<file path="src/rtl/uio_arb_pkg.sv">
// Shared types and constants for the uio pad-bank arbiter.
package uio_arb_pkg;

  typedef enum logic [1:0] {
    IDLE   = 2'd0,
    GRANT0 = 2'd1,
    GRANT1 = 2'd2,
    TURN   = 2'd3
  } arb_state_e;

  localparam int TURN_W = 4;
  localparam int HOLD_W = 16;

  // Requester indices, also the encoding of the round-robin pointer.
  localparam logic REQ0 = 1'b0;
  localparam logic REQ1 = 1'b1;

  // Grant decision from an idle bus: a lone requester wins, a tie goes to rr_ptr.
  function automatic arb_state_e pick_grant(input logic req0, input logic req1,
                                            input logic rr_ptr);
    arb_state_e nxt;
    nxt = IDLE;
    if (req0 && req1) begin
      nxt = (rr_ptr == REQ1) ? GRANT1 : GRANT0;
    end else if (req0) begin
      nxt = GRANT0;
    end else if (req1) begin
      nxt = GRANT1;
    end
    return nxt;
  endfunction

endpackage

</file>
<file path="src/rtl/uio_pad_mux.sv">
// Registered 2:1 pad selector. Drives a requester's data/enables only while
// that requester keeps ownership across the edge, so pad_oe is already zero
// in the first cycle after its grant falls.
module uio_pad_mux
  import uio_arb_pkg::*;
(
  input  logic       clk,
  input  logic       rst_n,
  input  arb_state_e state,
  input  arb_state_e state_nxt,
  input  logic [7:0] out0,
  input  logic [7:0] oe0,
  input  logic [7:0] out1,
  input  logic [7:0] oe1,
  input  logic [7:0] pad_in,
  output logic [7:0] pad_out,
  output logic [7:0] pad_oe,
  output logic [7:0] bus_in
);

  // Pad output/enable register and the input capture register.
  always_ff @(posedge clk or negedge rst_n) begin
    if (!rst_n) begin
      pad_out <= 8'h00;
      pad_oe  <= 8'h00;
      bus_in  <= 8'h00;
    end else begin
      bus_in <= pad_in;
      if (state == GRANT0 && state_nxt == GRANT0) begin
        pad_out <= out0;
        pad_oe  <= oe0;
      end else if (state == GRANT1 && state_nxt == GRANT1) begin
        pad_out <= out1;
        pad_oe  <= oe1;
      end else begin
        pad_out <= 8'h00;
        pad_oe  <= 8'h00;
      end
    end
  end

endmodule

</file>
<file path="src/rtl/uio_bus_arbiter.sv">
// Round-robin arbiter for the shared uio pad bank with a forced turnaround
// (all enables off) on every ownership change and optional hold-time preemption.
module uio_bus_arbiter
  import uio_arb_pkg::*;
#(
  parameter int TURN_CYCLES = 2,
  parameter int MAX_HOLD    = 0
) (
  input  logic       clk,
  input  logic       rst_n,
  input  logic       req0,
  input  logic [7:0] out0,
  input  logic [7:0] oe0,
  output logic       gnt0,
  input  logic       req1,
  input  logic [7:0] out1,
  input  logic [7:0] oe1,
  output logic       gnt1,
  input  logic [7:0] pad_in,
  output logic [7:0] pad_out,
  output logic [7:0] pad_oe,
  output logic [7:0] bus_in
);

  localparam logic [TURN_W-1:0] TURN_LAST = TURN_W'(TURN_CYCLES - 1);
  localparam logic [HOLD_W-1:0] HOLD_LAST = HOLD_W'(MAX_HOLD - 1);

  arb_state_e        state, state_nxt;
  logic              rr_ptr, rr_nxt;
  logic [HOLD_W-1:0] hold_cnt, hold_nxt;
  logic [TURN_W-1:0] turn_cnt, turn_nxt;
  logic              preempt0, preempt1;

  // Hold limit reached while the other side waits: give the bus up.
  assign preempt0 = (MAX_HOLD != 0) && (hold_cnt == HOLD_LAST) && req1;
  assign preempt1 = (MAX_HOLD != 0) && (hold_cnt == HOLD_LAST) && req0;

  // FSM, counters, pointer and registered grants.
  always_ff @(posedge clk or negedge rst_n) begin
    if (!rst_n) begin
      state    <= IDLE;
      rr_ptr   <= REQ0;
      hold_cnt <= '0;
      turn_cnt <= '0;
      gnt0     <= 1'b0;
      gnt1     <= 1'b0;
    end else begin
      state    <= state_nxt;
      rr_ptr   <= rr_nxt;
      hold_cnt <= hold_nxt;
      turn_cnt <= turn_nxt;
      gnt0     <= (state_nxt == GRANT0);
      gnt1     <= (state_nxt == GRANT1);
    end
  end

  // Next-state decision; releasing a grant always passes through TURN.
  always_comb begin
    state_nxt = state;
    rr_nxt    = rr_ptr;
    hold_nxt  = hold_cnt;
    turn_nxt  = turn_cnt;
    unique case (state)
      IDLE: begin
        state_nxt = pick_grant(req0, req1, rr_ptr);
      end
      GRANT0: begin
        if (hold_cnt != '1) hold_nxt = hold_cnt + HOLD_W'(1);
        if (!req0 || preempt0) begin
          state_nxt = TURN;
          rr_nxt    = REQ1;
          hold_nxt  = '0;
        end
      end
      GRANT1: begin
        if (hold_cnt != '1) hold_nxt = hold_cnt + HOLD_W'(1);
        if (!req1 || preempt1) begin
          state_nxt = TURN;
          rr_nxt    = REQ0;
          hold_nxt  = '0;
        end
      end
      TURN: begin
        if (turn_cnt == TURN_LAST) begin
          turn_nxt  = '0;
          state_nxt = pick_grant(req0, req1, rr_ptr);
        end else begin
          turn_nxt = turn_cnt + TURN_W'(1);
        end
      end
      default: state_nxt = IDLE;
    endcase
  end

  uio_pad_mux u_pad_mux (
    .clk       (clk),
    .rst_n     (rst_n),
    .state     (state),
    .state_nxt (state_nxt),
    .out0      (out0),
    .oe0       (oe0),
    .out1      (out1),
    .oe1       (oe1),
    .pad_in    (pad_in),
    .pad_out   (pad_out),
    .pad_oe    (pad_oe),
    .bus_in    (bus_in)
  );

endmodule

</file>
<file path="config.mk">
export PLATFORM = sky130hd
export DESIGN_NAME = uio_bus_arbiter
export DESIGN_NICKNAME = d
export VERILOG_FILES = /design/src/rtl/uio_arb_pkg.sv /design/src/rtl/uio_pad_mux.sv /design/src/rtl/uio_bus_arbiter.sv
export SDC_FILE = /design/constraint.sdc
export NUM_CORES = 1
export LEC_CHECK = 0
export CAP_MARGIN = 20
export CORE_MARGIN = 2
export CORE_UTILIZATION = 35
export DETAILED_ROUTE_END_ITERATION = 10
export DONT_BUFFER_PORTS = 1
export SYNTH_ARGS = -nofsm -noshare
export SYNTH_HDL_FRONTEND = slang
export SYNTH_HIERARCHICAL = 1
export SYNTH_SLANG_ARGS = --single-unit
</file>
<file path="constraint.sdc">
create_clock -name clk -period 2.4 [get_ports clk]
set_input_delay 0.48 -clock clk [delete_from_list [all_inputs] [get_ports clk]]
set_output_delay 0.48 -clock clk [all_outputs]
set_load 0.005 [all_outputs]
</file>
Yosys cells after proc, flatten, opt, wreduce, memory -nomap -nowiden
Index checks and enable logic that the tools add are counted.
Widths: inputs -> output; s select.
{"block": "classes", "addsub": 1, "eq_ne": 8, "n_mux": 16, "reduce_logical": 6}
{"op": "$mux 8", "n": 4}
{"op": "$mux 2", "n": 7}
{"op": "$pmux 2 s4", "n": 1}
{"op": "$eq 2x2->1 const B", "n": 3}
{"op": "$add 4x1->4 const B", "n": 1}
{"op": "$eq 2x1->1 const B", "n": 2}
{"op": "$eq 4x1->1 const B", "n": 1}
{"op": "$mux 4", "n": 1}
{"op": "$ne 2x2->1 const B", "n": 2}
{"op": "$logic_and 1x1->1", "n": 3}
{"op": "$reduce_and 3->1", "n": 1}
{"op": "$logic_not 2->1", "n": 1}
{"op": "$mux 1", "n": 2}
{"op": "$pmux 1 s2", "n": 1}
{"op": "$reduce_bool 2->1", "n": 1}
{"block": "totals", "reg_bits": 33, "input_bits": 44, "out_inout_bits": 26, "elab_cells": 39}

Longest topological paths before layout
{"block": "logic_depth", "depth_word": 9, "depth_mapped": 7, "depth_no_buf": 5}

Hierarchy
Netlist, hierarchy kept.
{"module": "uio_pad_mux", "n_inst": 1, "cells_per_inst": 46, "area_per_inst_um2": 807.0, "seq_area_each_um2": 600.6}
{"module": "uio_bus_arbiter", "n_inst": 1, "cells_per_inst": 38, "area_per_inst_um2": 407.9, "seq_area_each_um2": 225.2}

Worst setup path before layout
No wires, ideal clock.
{"block": "synth_path", "kind": "reg-to-reg", "start": "register turn_cnt[3]", "end": "register u_pad_mux.pad_oe[4]", "setup_ps": 121, "t_arrival_ps": 1650, "t_required_ps": 2279, "path_slack_ps": 629, "stages_incl_launch_ff": 8, "n_path_buf": 2, "period_less_slack_ps": 1771, "cell_sequence": "dfrtp_1 > or3_4 > o21ai_1 > o21ai_2 > and4bb_1 > buf_6 > buf_8 > a22o_1"}
{"block": "synth_between", "elab_chain_len": 7, "elab_cells_between_ends": 9, "classes_between": "eq/ne: 3; mux: 4; reduce/logical: 2"}
{"item": "start, declared", "line": "uio_bus_arbiter.sv:31", "text": "logic [TURN_W-1:0] turn_cnt, turn_nxt;"}
{"item": "start signal, assigned", "line": "uio_bus_arbiter.sv:51", "text": "turn_cnt <= turn_nxt;"}
{"item": "$eq 4x1->1 *", "line": "uio_bus_arbiter.sv:84", "text": "if (turn_cnt == TURN_LAST) begin"}
{"item": "$mux 2 *", "line": "uio_bus_arbiter.sv:84"}
{"item": "$pmux 2 s4 *", "line": "uio_bus_arbiter.sv:63", "text": "unique case (state)"}
{"item": "named net state_nxt[0]", "line": "uio_bus_arbiter.sv:28", "text": "arb_state_e state, state_nxt;"}
{"item": "$eq 2x2->1", "line": "uio_pad_mux.sv:32", "text": "end else if (state == GRANT1 && state_nxt == GRANT1) begin"}
{"item": "$logic_and 1x1->1", "line": "uio_pad_mux.sv:32"}
{"item": "$mux 8", "line": "uio_pad_mux.sv:32"}
{"item": "$mux 8 *", "line": "uio_pad_mux.sv:29", "text": "if (state == GRANT0 && state_nxt == GRANT0) begin"}
{"item": "end signal, assigned", "line": "uio_pad_mux.sv:31", "text": "pad_oe <= oe0;"}
{"item": "end signal, assigned", "line": "uio_pad_mux.sv:34", "text": "pad_oe <= oe1;"}
{"item": "end signal, assigned", "line": "uio_pad_mux.sv:37", "text": "pad_oe <= 8'h00;"}
{"item": "end, declared", "line": "uio_pad_mux.sv:17", "text": "output logic [7:0] pad_oe,"}
Mark *: on every way through the listed nets, which the timed path passes. The rest lies on a longest branch.
A chain may end at the register's enable or synchronous reset.

Final worst setup path
{"block": "layout_path", "start": "register state[1]", "end": "register u_pad_mux.pad_out[2]"}
{"block": "layout_between", "elab_chain_len": 6, "elab_cells_between_ends": 14, "classes_between": "eq/ne: 5; mux: 6; reduce/logical: 3"}
{"item": "start, declared", "line": "uio_bus_arbiter.sv:28"}
{"item": "start signal, assigned", "line": "uio_bus_arbiter.sv:48", "text": "state <= state_nxt;"}
{"item": "$eq 2x2->1 (tied with other cells)", "line": "uio_bus_arbiter.sv:63"}
{"item": "$pmux 2 s4 *", "line": "uio_bus_arbiter.sv:63"}
{"item": "named net state_nxt[0]", "line": "uio_bus_arbiter.sv:28"}
{"item": "$eq 2x2->1", "line": "uio_pad_mux.sv:32"}
{"item": "$logic_and 1x1->1", "line": "uio_pad_mux.sv:32"}
{"item": "$mux 8", "line": "uio_pad_mux.sv:32"}
{"item": "$mux 8 *", "line": "uio_pad_mux.sv:29"}
{"item": "end signal, assigned", "line": "uio_pad_mux.sv:30", "text": "pad_out <= out0;"}
{"item": "end signal, assigned", "line": "uio_pad_mux.sv:33", "text": "pad_out <= out1;"}
{"item": "end, declared", "line": "uio_pad_mux.sv:16", "text": "output logic [7:0] pad_out,"}
Marks and branches as above.

==> PnR_summary.wiki <==
{| class="wikitable"
! Metric !! Value
|-
| Result of the run || completed
|-
| Post-route non-filler standard cell count || between 100 and 150
|-
| Setup Buffers After CTS || 0
|-
| Die width || around 63 um
|-
| Maximum frequency from static timing analysis || around 540 MHz
|-
| Synthesized area per cell || about 14 um2
|-
| Root Buffer Master || clkbuf_4
|-
| Area share of the largest cell type after synthesis || 68.0%
|-
| Largest net degree at the start of global routing || 34
|-
| CTS Sinks || 33
|-
| Post-synthesis register bit count || 33
|-
| Die ar. || about 4000 um2
|-
| Initial antenna violation count || 0
|-
| Part of the total power dissipated in sequential elements || between 50% and 60%
|-
| Reg-to-reg critical path startpoint || state[1]
|-
| Post-CTS Resized || 0
|-
| Max Transition Viols Final || 0
|-
| CP startpoint || state[1]
|-
| Cell class contributing the biggest share of worst-path delay || compound AO/OA/AOI/OAI gates
|-
| Final number of hold-violating endpoints || 0
|-
| Switch share || 31.4%
|-
| Drt pass-1 iters || 2
|-
| Final setup TNS || 0 ps
|-
| Grt ovf || 0
|-
| H-tree lvl count || 2
|-
| Fin crit share || between 70% and 80%
|-
| Critical Path RT || 2610 ps
|-
| Clock input transition at the sequential cells of the worst setup and hold paths || ~100 ps
|-
| Maximum number of buffers from clock root to sink || 2
|-
| Global routing usage summed across all routing layers || between 10 and 15%
|-
| Standard cell core area || 3340 um2
|-
| Power density normalized to cell area || between 1000 and 1500 nW/um2
|-
| Relative max-transition margin || approximately four fifths
|-
| Average routed wire per standard cell || 18.4 um
|-
| Initial cell density of the core || 36.4%
|-
| Setup violation total in the final timing report || 0
|-
| Path depth of the worst reg2reg path || 6
|-
| Top_reg_cell synth || dfrtp_1
|-
| I/O Pins || 70
|-
| Layout area overhead || 9.27%
|-
| Source of the worst hold timing path || pad_in[3]
|-
| Detailed Route Iter0 Violations || 17
|-
| Cell types occupying the most area after synthesis || dfrtp_1 (68%), a22o_1 (12%), and4bb_1 (2.1%)
|-
| Bufs and invs on worst path || 1
|-
| HP Class || in2reg
|-
| Combinational group share of total power || a little over a fifth
|-
| Crit path launch type || flop
|-
| Post-Syn Area || 1210 um2
|-
| Worst hold path endpoint || u_pad_mux/bus_in[3]
|-
| Global-route wire length before repair || roughly 4.1 mm
|-
| Num CTS Buffers || 5
|-
| Cells after Synth || 84
|-
| Number of enable flip-flop cells after synthesis || 0
|-
| Proportion of layout cells with a drive suffix above 1 || approximately 15%
|-
| Library cell with the largest summed area after synthesis || dfrtp_1
|-
| Number of nets at the end of the flow || approximately 140
|-
| Via count of the first global-routing pass || 740
|-
| Fraction of registers with async set/reset || 100%
|-
| Proportion of power drawn by the clock network || between 20% and 30%
|-
| Antenna diode count || 0
|-
| Latest clock arrival within the worst-skew pair || 320 ps
|-
| Register-to-register setup slack || ~550 ps
|-
| Post-cts hold buffer count || 2
|-
| Number of warnings reported in the yosys synthesis log || 6
|-
| GP Congestion || around 0.73
|-
| Most frequent cells in the layout || dfrtp_1 (33), a22o_1 (16), clkbuf_4 (5)
|-
| Detailed Route WL || 2.54 mm
|-
| Slew at the pin with the worst max-slew slack || 303 ps
|-
| Worst flop-to-flop path endpoint || u_pad_mux/pad_out[2]
|-
| Hold WS || 185 ps
|-
| Net Count, Synth || approximately 130
|-
| Crit Path Max Fanout || 16
|-
| Post-route minimum period || around 1900 ps
|-
| Most common cell after layout, fill and taps aside || dfrtp_1
|-
| Start-to-end type of the worst setup path || reg2reg
|-
| Critical-path cell with the highest stage delay || dfrtp_1
|-
| Clock Skew || just over 9 ps
|-
| Hpwl dp || approximately 1.8 mm
|-
| Placed cell count || roughly 130
|-
| Critical Path Max Stage Delay || approximately 500 ps
|-
| MaxCap Viol Count || 0
|-
| Die Ht || 62.9 um
|-
| Unrepaired setup endpoints after global routing || false
|-
| Port-buffer cells || 0
|-
| # rows || 21
|-
| Cell variety after synth || 24
|-
| Worst IR Drop VDD || between 0.4 and 0.5 mV
|-
| Switching power total || roughly 0.42 mW
|-
| TritonCTS clock tree || built
|-
| CP Cell Sequence || nor2b_1 > o21a_1 > o21ai_2 > and4bb_1 > buf_4 > a22o_1
|-
| Total leakage power || between 0.6 and 0.7 nW
|-
| Number of vias per cell after detailed routing || 5.23
|-
| Number of vias in the routed layout || a little over 700
|-
| DRT antenna net count || 0
|-
| Type of element capturing the critical path || flop
|-
| Worst endpoint data arrival time || about 2000 ps
|-
| Internal || around 0.92 mW
|-
| Total DRC errors in the routed layout || 0
|-
| Cell depth of the worst hold path || 0
|-
| Sequential-to-total area share from yosys stat || ~68%
|}
## layer usage
layer / share of wire [%] / track usage (%) / up-vias / wire, um
met5: 0 / 0 / - / 0
met4: 1.4 / 5.00 / 0 / 36
met3: 14 / 8.47 / 5 / 348
met2: 46 / 22.2 / 54 / 1180
met1: 39 / 14.9 / 350 / 979
li1: - / - / 313 / -
## cell type report
class                      instances  area [um2]
fill                             344        2010
sequential                        33         826
multi-input combinational         45         340
tap                               46        57.6
timing repair buffer               4        45.0
clock buffer                       6        41.3
clock inverter                     2        10.0
inverter                           2        7.51
## kinds of logic (layout without fill, tap and decap cells)
logic type | after synthesis | after routing | synth area share, %
xor+xnor | 3 | 3 | 2.16
compound gates | 25 | 25 | 17.1
buf+inv | 6 | 14 | 4.02
flops | 33 | 33 | 68.0
simple gates | 17 | 17 | 8.75
## Yosys cell counts, drive strengths merged, types with 2 or more instances
| master | instances |
|---|---|
| a22o | 16 |
| nor2b | 4 |
| o21ai | 5 |
| dfrtp | 33 |
| and4bb | 2 |
| xnor2 | 2 |
| nor2 | 4 |
| nand2 | 2 |
| inv | 2 |
| buf | 4 |
## flip-flops by register name, indices dropped and copies added (netlist names)
signal             flops
u_pad_mux/bus_in       8
u_pad_mux/pad_oe       8
u_pad_mux/pad_out      8
turn_cnt               4
state                  2
gnt0                   1
gnt1                   1
rr_ptr                 1
## worst max path at each step
| stage | to | slack (ps) | cells after the start |
|---|---|---|---|
| 4_1_cts | u_pad_mux/pad_out[3] | 560 | 6 |
| 3_5_place_dp | u_pad_mux/pad_out[3] | 590 | 6 |
| 2_1_floorplan | u_pad_mux/pad_oe[4] | 630 | 7 |
| 3_3_place_gp | u_pad_mux/pad_oe[2] | 630 | 6 |
| 6_report | u_pad_mux/pad_out[2] | 550 | 6 |
| 5_1_grt | u_pad_mux/pad_out[2] | 440 | 6 |
## through the flow
step / instance area, um2 / power, mW / setup WS (ps) / util (%)
floorplan: 1210 / 0.990 / 629 / -
global placement: 1250 / 1.03 / 627 / 37.3
detailed placement: 1250 / 1.05 / 594 / 37.3
CTS: 1330 / 1.36 / 559 / 39.8
global route: 1330 / 1.43 / 444 / 39.8
finish: 1330 / 1.34 / 548 / 39.8
## power groups by stage
stage | combinational, mW | clock (mW) | sequential (mW)
floorplan | 0.241 | 0 | 0.749
global placement | 0.256 | 0 | 0.776
detailed placement | 0.271 | 0 | 0.777
CTS | 0.287 | 0.310 | 0.768
global route | 0.321 | 0.331 | 0.782
finish | 0.283 | 0.290 | 0.767
Note: power is estimated with default switching activity, not from simulation.
